**src/rtl/execute_pipe.sv**
```systemverilog
// -----------------------------------------------------------------------------
// execute_pipe
//
// Parametrised execute stage sitting between decode and memory. Single-cycle
// operations (ALU, branch target, load/store address) are registered on the
// accept edge. OP_MUL_D runs on an unsigned radix-2 shift-add multiplier that
// retires one multiplier bit per cycle. Both sides use a valid/stall handshake,
// and a flush kills the in-flight instruction and the output register.
//
// All state updates on the falling edge of I_CLOCK, matching the rest of the
// pipeline. I_RESET is asynchronous and active-high.
//
// Ports
//   I_CLOCK, I_RESET             clock (negedge active), async active-high reset
//   I_Valid / O_Ready            upstream handshake; O_Ready is combinational
//   I_PC                         PC of the instruction (PC_WIDTH bits)
//   I_Opcode                     opcode (OPCODE_WIDTH bits)
//   I_Src1Value, I_Src2Value     register operands (REG_WIDTH bits)
//   I_Imm                        sign-extended immediate (REG_WIDTH bits)
//   I_DestRegIdx                 destination register index (IDX_WIDTH bits)
//   I_FetchStall, I_DepStall     sideband flags carried with the instruction
//   I_Flush                      kill in-flight instruction and output
//   I_Stall                      memory stage cannot take the output
//   O_Valid                      output registers hold a result
//   O_ALUOut                     address / branch-target result
//   O_DestValue                  register write-back result
//   O_Opcode, O_DestRegIdx,
//   O_FetchStall, O_DepStall     registered copies of the instruction fields
//   O_Busy                       multiplier iterating
// -----------------------------------------------------------------------------
module execute_pipe #(
  parameter int REG_WIDTH    = 16,
  parameter int PC_WIDTH     = 16,   // must not exceed REG_WIDTH
  parameter int OPCODE_WIDTH = 8,
  parameter int IDX_WIDTH    = 4
) (
  input  logic                    I_CLOCK,
  input  logic                    I_RESET,
  input  logic                    I_Valid,
  output logic                    O_Ready,
  input  logic [PC_WIDTH-1:0]     I_PC,
  input  logic [OPCODE_WIDTH-1:0] I_Opcode,
  input  logic [REG_WIDTH-1:0]    I_Src1Value,
  input  logic [REG_WIDTH-1:0]    I_Src2Value,
  input  logic [REG_WIDTH-1:0]    I_Imm,
  input  logic [IDX_WIDTH-1:0]    I_DestRegIdx,
  input  logic                    I_FetchStall,
  input  logic                    I_DepStall,
  input  logic                    I_Flush,
  input  logic                    I_Stall,
  output logic                    O_Valid,
  output logic [REG_WIDTH-1:0]    O_ALUOut,
  output logic [REG_WIDTH-1:0]    O_DestValue,
  output logic [OPCODE_WIDTH-1:0] O_Opcode,
  output logic [IDX_WIDTH-1:0]    O_DestRegIdx,
  output logic                    O_FetchStall,
  output logic                    O_DepStall,
  output logic                    O_Busy
);

  // ---------------------------------------------------------------------------
  // Opcode encodings, mirroring global_def.h.
  // ---------------------------------------------------------------------------
  localparam logic [OPCODE_WIDTH-1:0] OP_ADD_D  = OPCODE_WIDTH'(8'h10);
  localparam logic [OPCODE_WIDTH-1:0] OP_ADDI_D = OPCODE_WIDTH'(8'h11);
  localparam logic [OPCODE_WIDTH-1:0] OP_AND_D  = OPCODE_WIDTH'(8'h12);
  localparam logic [OPCODE_WIDTH-1:0] OP_ANDI_D = OPCODE_WIDTH'(8'h13);
  localparam logic [OPCODE_WIDTH-1:0] OP_MUL_D  = OPCODE_WIDTH'(8'h14);
  localparam logic [OPCODE_WIDTH-1:0] OP_MOV    = OPCODE_WIDTH'(8'h20);
  localparam logic [OPCODE_WIDTH-1:0] OP_MOVI_D = OPCODE_WIDTH'(8'h21);
  localparam logic [OPCODE_WIDTH-1:0] OP_BRN    = OPCODE_WIDTH'(8'h30);
  localparam logic [OPCODE_WIDTH-1:0] OP_BRZ    = OPCODE_WIDTH'(8'h31);
  localparam logic [OPCODE_WIDTH-1:0] OP_BRP    = OPCODE_WIDTH'(8'h32);
  localparam logic [OPCODE_WIDTH-1:0] OP_BRNZ   = OPCODE_WIDTH'(8'h33);
  localparam logic [OPCODE_WIDTH-1:0] OP_BRNP   = OPCODE_WIDTH'(8'h34);
  localparam logic [OPCODE_WIDTH-1:0] OP_BRZP   = OPCODE_WIDTH'(8'h35);
  localparam logic [OPCODE_WIDTH-1:0] OP_BRNZP  = OPCODE_WIDTH'(8'h36);
  localparam logic [OPCODE_WIDTH-1:0] OP_JSR    = OPCODE_WIDTH'(8'h40);
  localparam logic [OPCODE_WIDTH-1:0] OP_LDW    = OPCODE_WIDTH'(8'h50);
  localparam logic [OPCODE_WIDTH-1:0] OP_STW    = OPCODE_WIDTH'(8'h51);

  // Iteration counter: loaded with REG_WIDTH-1, completion on the 0 edge.
  localparam int CNT_W = (REG_WIDTH > 2) ? $clog2(REG_WIDTH) : 1;
  localparam logic [CNT_W-1:0] CNT_LOAD = CNT_W'(REG_WIDTH - 1);
  localparam logic [CNT_W-1:0] CNT_ONE  = CNT_W'(1);

  typedef enum logic {
    ST_RUN = 1'b0,
    ST_MUL = 1'b1
  } state_e;

  // ---------------------------------------------------------------------------
  // State
  // ---------------------------------------------------------------------------
  state_e                  state_q,   state_d;
  logic [CNT_W-1:0]        cnt_q,     cnt_d;
  logic [REG_WIDTH-1:0]    acc_q,     acc_d;     // partial product
  logic [REG_WIDTH-1:0]    mcand_q,   mcand_d;   // multiplicand, shifts left
  logic [REG_WIDTH-1:0]    mplier_q,  mplier_d;  // multiplier, shifts right
  logic [IDX_WIDTH-1:0]    mul_idx_q, mul_idx_d;
  logic                    mul_fs_q,  mul_fs_d;
  logic                    mul_ds_q,  mul_ds_d;

  logic                    valid_q,   valid_d;
  logic [REG_WIDTH-1:0]    alu_q,     alu_d;
  logic [REG_WIDTH-1:0]    dest_q,    dest_d;
  logic [OPCODE_WIDTH-1:0] op_q,      op_d;
  logic [IDX_WIDTH-1:0]    idx_q,     idx_d;
  logic                    fs_q,      fs_d;
  logic                    ds_q,      ds_d;

  // ---------------------------------------------------------------------------
  // Handshake
  // ---------------------------------------------------------------------------
  logic busy;
  logic ready;
  logic accept;
  logic consume;
  logic out_free;

  assign busy     = (state_q == ST_MUL);
  assign ready    = !busy && !(valid_q && I_Stall);
  assign accept   = I_Valid && ready && !I_Flush;
  assign consume  = valid_q && !I_Stall;
  // The output register can take a new result if empty or drained this edge.
  assign out_free = !valid_q || !I_Stall;

  // ---------------------------------------------------------------------------
  // Single-cycle datapath
  // ---------------------------------------------------------------------------
  logic [REG_WIDTH-1:0] pc_ext;
  logic [REG_WIDTH-1:0] br_target;
  logic [REG_WIDTH-1:0] alu_res;
  logic [REG_WIDTH-1:0] dest_res;

  // PC is zero-extended; the immediate is a word offset, hence the << 2.
  assign pc_ext    = REG_WIDTH'(I_PC);
  assign br_target = pc_ext + (I_Imm << 2);

  // NOTE: every variable driven here gets a default first, so no path leaves
  // it unassigned and no latch is inferred.
  always_comb begin
    alu_res  = '0;
    dest_res = '0;
    case (I_Opcode)
      OP_ADD_D:  dest_res = I_Src1Value + I_Src2Value;
      OP_ADDI_D: dest_res = I_Src1Value + I_Imm;
      OP_AND_D:  dest_res = I_Src1Value & I_Src2Value;
      OP_ANDI_D: dest_res = I_Src1Value & I_Imm;
      OP_MOV:    dest_res = I_Src1Value;
      OP_MOVI_D: dest_res = I_Imm;
      OP_BRN, OP_BRZ, OP_BRP, OP_BRNZ, OP_BRNP, OP_BRZP, OP_BRNZP, OP_JSR:
                 alu_res  = br_target;
      OP_LDW, OP_STW:
                 alu_res  = I_Src1Value + I_Imm;
      default: begin
        alu_res  = '0;
        dest_res = '0;
      end
    endcase
  end

  // ---------------------------------------------------------------------------
  // Multiplier step: add the multiplicand when the current multiplier bit is 1.
  // ---------------------------------------------------------------------------
  logic [REG_WIDTH-1:0] acc_sum;
  assign acc_sum = acc_q + (mplier_q[0] ? mcand_q : '0);

  // ---------------------------------------------------------------------------
  // Next-state logic
  // ---------------------------------------------------------------------------
  always_comb begin
    state_d   = state_q;
    cnt_d     = cnt_q;
    acc_d     = acc_q;
    mcand_d   = mcand_q;
    mplier_d  = mplier_q;
    mul_idx_d = mul_idx_q;
    mul_fs_d  = mul_fs_q;
    mul_ds_d  = mul_ds_q;
    valid_d   = valid_q;
    alu_d     = alu_q;
    dest_d    = dest_q;
    op_d      = op_q;
    idx_d     = idx_q;
    fs_d      = fs_q;
    ds_d      = ds_q;

    if (I_Flush) begin
      // Flush beats accept, stall and multiply completion.
      valid_d = 1'b0;
      state_d = ST_RUN;
      cnt_d   = '0;
    end else begin
      if (consume) begin
        valid_d = 1'b0;
      end

      case (state_q)
        ST_RUN: begin
          if (accept) begin
            if (I_Opcode == OP_MUL_D) begin
              state_d   = ST_MUL;
              cnt_d     = CNT_LOAD;
              acc_d     = '0;
              mcand_d   = I_Src1Value;
              mplier_d  = I_Src2Value;
              mul_idx_d = I_DestRegIdx;
              mul_fs_d  = I_FetchStall;
              mul_ds_d  = I_DepStall;
            end else begin
              valid_d = 1'b1;
              alu_d   = alu_res;
              dest_d  = dest_res;
              op_d    = I_Opcode;
              idx_d   = I_DestRegIdx;
              fs_d    = I_FetchStall;
              ds_d    = I_DepStall;
            end
          end
        end

        ST_MUL: begin
          if (cnt_q != '0) begin
            acc_d    = acc_sum;
            mcand_d  = mcand_q << 1;
            mplier_d = mplier_q >> 1;
            cnt_d    = cnt_q - CNT_ONE;
          end else if (out_free) begin
            // Last step folds straight into the output register.
            state_d = ST_RUN;
            valid_d = 1'b1;
            alu_d   = '0;
            dest_d  = acc_sum;
            op_d    = OP_MUL_D;
            idx_d   = mul_idx_q;
            fs_d    = mul_fs_q;
            ds_d    = mul_ds_q;
          end
          // Otherwise hold at count 0 with the accumulator untouched until the
          // output register frees up.
        end

        default: state_d = ST_RUN;
      endcase
    end
  end

  // ---------------------------------------------------------------------------
  // Registers (negedge clocked, async active-high reset)
  // ---------------------------------------------------------------------------
  // NOTE: sequential state uses non-blocking assignments so every register
  // samples the pre-edge values regardless of statement order.
  // NOTE: the multiplier operand registers are reset along with the control
  // state; there are only a few of them and it keeps X out of the datapath.
  always_ff @(negedge I_CLOCK or posedge I_RESET) begin
    if (I_RESET) begin
      state_q   <= ST_RUN;
      cnt_q     <= '0;
      acc_q     <= '0;
      mcand_q   <= '0;
      mplier_q  <= '0;
      mul_idx_q <= '0;
      mul_fs_q  <= 1'b0;
      mul_ds_q  <= 1'b0;
      valid_q   <= 1'b0;
      alu_q     <= '0;
      dest_q    <= '0;
      op_q      <= '0;
      idx_q     <= '0;
      fs_q      <= 1'b0;
      ds_q      <= 1'b0;
    end else begin
      state_q   <= state_d;
      cnt_q     <= cnt_d;
      acc_q     <= acc_d;
      mcand_q   <= mcand_d;
      mplier_q  <= mplier_d;
      mul_idx_q <= mul_idx_d;
      mul_fs_q  <= mul_fs_d;
      mul_ds_q  <= mul_ds_d;
      valid_q   <= valid_d;
      alu_q     <= alu_d;
      dest_q    <= dest_d;
      op_q      <= op_d;
      idx_q     <= idx_d;
      fs_q      <= fs_d;
      ds_q      <= ds_d;
    end
  end

  // ---------------------------------------------------------------------------
  // Outputs
  // ---------------------------------------------------------------------------
  assign O_Ready      = ready;
  assign O_Busy       = busy;
  assign O_Valid      = valid_q;
  assign O_ALUOut     = alu_q;
  assign O_DestValue  = dest_q;
  assign O_Opcode     = op_q;
  assign O_DestRegIdx = idx_q;
  assign O_FetchStall = fs_q;
  assign O_DepStall   = ds_q;

endmodule
```
**config.mk**
```make
export PLATFORM = sky130hd
export DESIGN_NAME = execute_pipe
export DESIGN_NICKNAME = d
export VERILOG_FILES = /design/src/rtl/execute_pipe.sv
export SDC_FILE = /design/constraint.sdc
export NUM_CORES = 1
export LEC_CHECK = 0
export BUFFER_PORTS_ARGS = -buffer_cell sky130_fd_sc_hd__buf_2
export CAP_MARGIN = 20
export CORE_MARGIN = 2
export CORE_UTILIZATION = 62
export DETAILED_ROUTE_END_ITERATION = 10
export PLACE_DENSITY = 0.88
export SLEW_MARGIN = 15
export SYNTH_ARGS = -nofsm -noshare
export SYNTH_HDL_FRONTEND = slang
export SYNTH_SLANG_ARGS = --single-unit
```
**constraint.sdc**
```tcl
create_clock -name I_CLOCK -period 8.6 [get_ports I_CLOCK]
set_input_delay 0.43 -clock I_CLOCK [delete_from_list [all_inputs] [get_ports I_CLOCK]]
set_output_delay 0.43 -clock I_CLOCK [all_outputs]
set_load 0.005 [all_outputs]
```
## Word-level counts from Yosys, hierarchy flattened

Index checks and enable logic that the tools add are counted.

| word-level totals | value |
|---|---|
| register bits | 106 |
| bits in latches | 0 |
| bits in writable memories | 0 |
| memory bits (read-only) | 0 |
| logic and storage cells | 131 |
| memories | 0 |

| operators by class | value |
|---|---|
| $add $sub $neg | 5 |
| multiply operators | 0 |
| div/mod/pow operators | 0 |
| $lt $le $gt $ge | 0 |
| equal/unequal tests | 26 |
| shift operators | 0 |
| muxes and demuxes | 63 |
| bitwise logic cells | 4 |
| reduce and logical (&&, ||, !) cells | 18 |

Operators by type and width:

| cell | count |
|---|---|
| 16-bit two-way mux | 18 |
| 16-bit case mux with 2 select lines | 6 |
| 16-bit case mux with 6 select lines | 1 |
| 8-bit by 6-bit equality test with 1-bit output, second input constant | 9 |
| 16-bit adder | 4 |
| 8-bit by 5-bit equality test with 1-bit output, second input constant | 5 |
| 16-bit AND | 2 |
| 4-bit two-way mux | 8 |
| 8-bit two-way mux | 4 |
| 8-bit by 7-bit equality test with 1-bit output, second input constant | 3 |
| 1-bit two-way mux | 19 |
| 4-bit case mux with 2 select lines | 2 |
| 8-bit case mux with 2 select lines | 1 |
| 2-bit != test, second input constant | 4 |
| 1-bit case mux with 2 select lines | 4 |
| 4-bit AND reduction | 2 |
| 8-bit OR reduction | 1 |
| 3-bit != test, second input constant | 2 |
| 1-bit logical AND | 5 |
| 1-bit logical NOT | 5 |
| 5-bit AND reduction | 1 |
| 2-bit by 1-bit != test with 1-bit output, second input constant | 2 |
| 4-bit nonzero test | 1 |
| 4-bit by 1-bit subtractor with 4-bit output, second input constant | 1 |
| other kinds (5) | 6 |

## Logic depth before layout (Yosys ltp)

| logic depth | value |
|---|---|
| word-level depth | 8 |
| depth in mapped cells | 11 |
| gate-level depth less buffers | 11 |

==> results.cfg <==
[run_status]
status = completed

[logic_synthesis]
netlist_area_um2 = 7960
synth_edf_count = 0
synth-seq-cells = 106
synth_cells = 900
syn_area_per_cell_um2 = 8.85
synth_nets = 1046
ys.flop_type = dfrtn_1
synth_cell_types = 69
ys_warn_count = 0
ys_seq_area_share_pct = 33.3
synthArstFlopShare_pct = 100

[final_layout]
drive_gt1_share_pct = 17.9
diodes = 0
final_cell_mix = buf_2 (131), nand2_1 (109), dfrtn_1 (106), o21ai_0 (64), ha_1 (59)
fin_cells = 1189
multi_input_area_um2 = 5020
final_util_pct = 72.2
final_common_cell = buf_2
nNetsFinal = 1158
fillers = 936
regArea_um2 = 2650
area_delta_synth_final_pct = 14.0

[clocking]
clockRootBuffer = clkbuf_16
cts_sinks = 106
cts_tree = built
post_cts_resized = 0
clockBufferDepth = 2
clkLatencyLatePin_ps = 360
ctsHoldBuffers = 0
cts.clk_slew.worst_paths_ps = 50
cts-buffers-inserted = 9
htree_levels = 3
postCtsSetupRepairBufs = 0

[place]
gp_congestion = 0.935
dp.cells = 1171
dp_hpwl_um = 16100
port_buffers = 131

[power_and_ir_drop]
total_leakage_power_nw = 4.30
seqPwrFrac_pct = 43.2
pwr_density_cell_nw_per_um2 = 137
p_int_mw = 0.868
p_sw_mw = 0.378
comb_power_share_pct = 21.5
swShare_pct = 30.3
clkPwrFrac_pct = 35.4
ir_drop_v = 0.000120

[global_routing]
grt_max_degree = 88
grt_pass1_vias = 7220
grt_overflow = 0
grtUsageMet3_pct = 4.09
busiest_layer = met2
antenna_found_initial = 0
met2_usage_pct = 50.3
track_usage_pct = 30.9
grt_pass1_wl_um = 35000
grtUsageMet1_pct = 41.8

[drt]
drtPass1Iterations = 6
wl_um = 21400
route.detailed.drc = 0
post_drt_via_cell_ratio = 6.41
routedWlPerCell_um = 18.0
vias = 7620
drt_iter0_drc = 858
antenna_left = 0

[floorplanning]
start_util_pct = 63.4
die_area_um2 = 13800
num_rows = 41
die_w_um = 117
ios = 132
dieHeight_um = 117
core_um2 = 12600

[sta]
tightest_slew_ps = 983
finClkSkew_ps = 7.88
slew_violations = 0
setup_violations = 0
rsz0062_at_grt = false
relSlewSlack_pct = 34.0
tns_ps = 0
final_hold_viol_count = 0

[worst_setup_path]
cp.arrival_ps = 3010
end_kind = register
slowest_delay_ps = 450
path_class = in2reg
slowest_stage = fa_1
worstSetupStartpointType = input pin
worst-r2r-cell-count = 11
cp_data_required_time_ps = 4480
path_cells = buf_2 > ha_1 > fa_1 > a211o_1 > a211oi_2 > o21ai_1 > a31oi_1 > o31ai_1 > xor2_1 > a221oi_1 > o221ai_1
crit_path_max_fanout = 4

[job]
drv_cap = 0

[worst_hold_path]
min_path_type = reg2reg
min_delay_path_depth = 2
## stage by stage
step	hold WS (ps)	setup slack, ps	area [µm²]	power, mW
finish	418	1470	9070	1.25
global route	448	1280	9070	1.30
CTS	425	1490	9040	1.24
detailed placement	425	1120	8730	0.807
global placement	416	1230	8730	0.800
floorplan	399	1220	7960	0.717
## final timing paths
| check | startpoint | endpoint | slack [ps] |
|---|---|---|---|
| worst min-delay path | O_DestRegIdx[1] | O_DestRegIdx[1] | 420 |
| worst max-delay path | I_Src1Value[0] | O_DestValue[14] | 1470 |
| worst max register to register | mplier_q[0] | O_DestValue[14] | 5580 |
| max in group asynchronous | I_RESET | O_ALUOut[14] | 3390 |
| worst min register to register | O_DestRegIdx[1] | O_DestRegIdx[1] | 420 |
| min in group asynchronous | I_RESET | O_DestRegIdx[1] | 4190 |
## synth_stat cells (9+ instances only)
library cell	n	area share, %
a221o_1	22	2.8
o21ai_1	26	1.6
o21bai_1	9	0.85
xnor2_1	29	3.2
and2_1	16	1.3
mux2i_1	39	4.9
inv_1	27	1.3
nand3_1	22	1.4
a22oi_1	11	1.0
a21oi_1	49	3.1
dfrtn_1	106	33
a21o_1	19	1.8
a31oi_1	13	1.0
o21ai_0	64	4.0
ha_1	59	9.3
xor2_1	17	1.9
buf_2	10	0.63
o22ai_1	9	0.71
nor2_1	42	2.0
nand2_1	109	5.1
nor3_1	22	1.4
or3_1	13	1.0
a221oi_1	9	0.99
a22o_1	20	2.2
clkbuf_1	24	1.1
## sequential cells by signal, summed over array words and instances, names as in the netlist, 4 cells and up
name,count
acc_q,16
O_ALUOut,16
O_DestRegIdx,4
mplier_q,16
mcand_q,16
cnt_q,4
O_Opcode,8
mul_idx_q,4
O_DestValue,16
## final cells by class
type | count | share of cell area [%]
multi-input combinational | 724 | 55.3
clock inverter | 7 | 0.979
sequential | 106 | 29.2
clock buffer | 9 | 2.48
tap | 172 | 2.37
inverter | 28 | 1.19
timing repair buffer | 143 | 8.44
## worst max-delay path: cells and delay by family
family	cells	cell delay, ps
buffers and inverters	1	130
adder cells (fa/ha/maj)	2	700
XOR/XNOR	1	150
AO/OA/AOI/OAI	7	1610
## metal layers
layer / vias up / routed length, µm
met3: 66 / 1570
met4: 0 / 749
met2: 349 / 10100
met5: - / 0
met1: 3601 / 8940
li1: 3604 / -
## power by group through the flow
stage / logic (mW) / clock network (mW) / registers, mW
2_1_floorplan: 0.171 / 0 / 0.546
5_1_grt: 0.295 / 0.469 / 0.541
3_3_place_gp: 0.254 / 0 / 0.546
3_5_place_dp: 0.260 / 0 / 0.547
6_report: 0.267 / 0.441 / 0.538
4_1_cts: 0.262 / 0.445 / 0.538
## cells by family after synthesis
group	after synthesis	synth area share (%)
compound gates	307	26.0
simple gates	263	15.9
flops	106	33.3
buf+inv	70	3.66
fa+ha+maj	63	10.3
xor+xnor	46	5.06
mux	45	5.75
(Power assumes the default switching activity.)
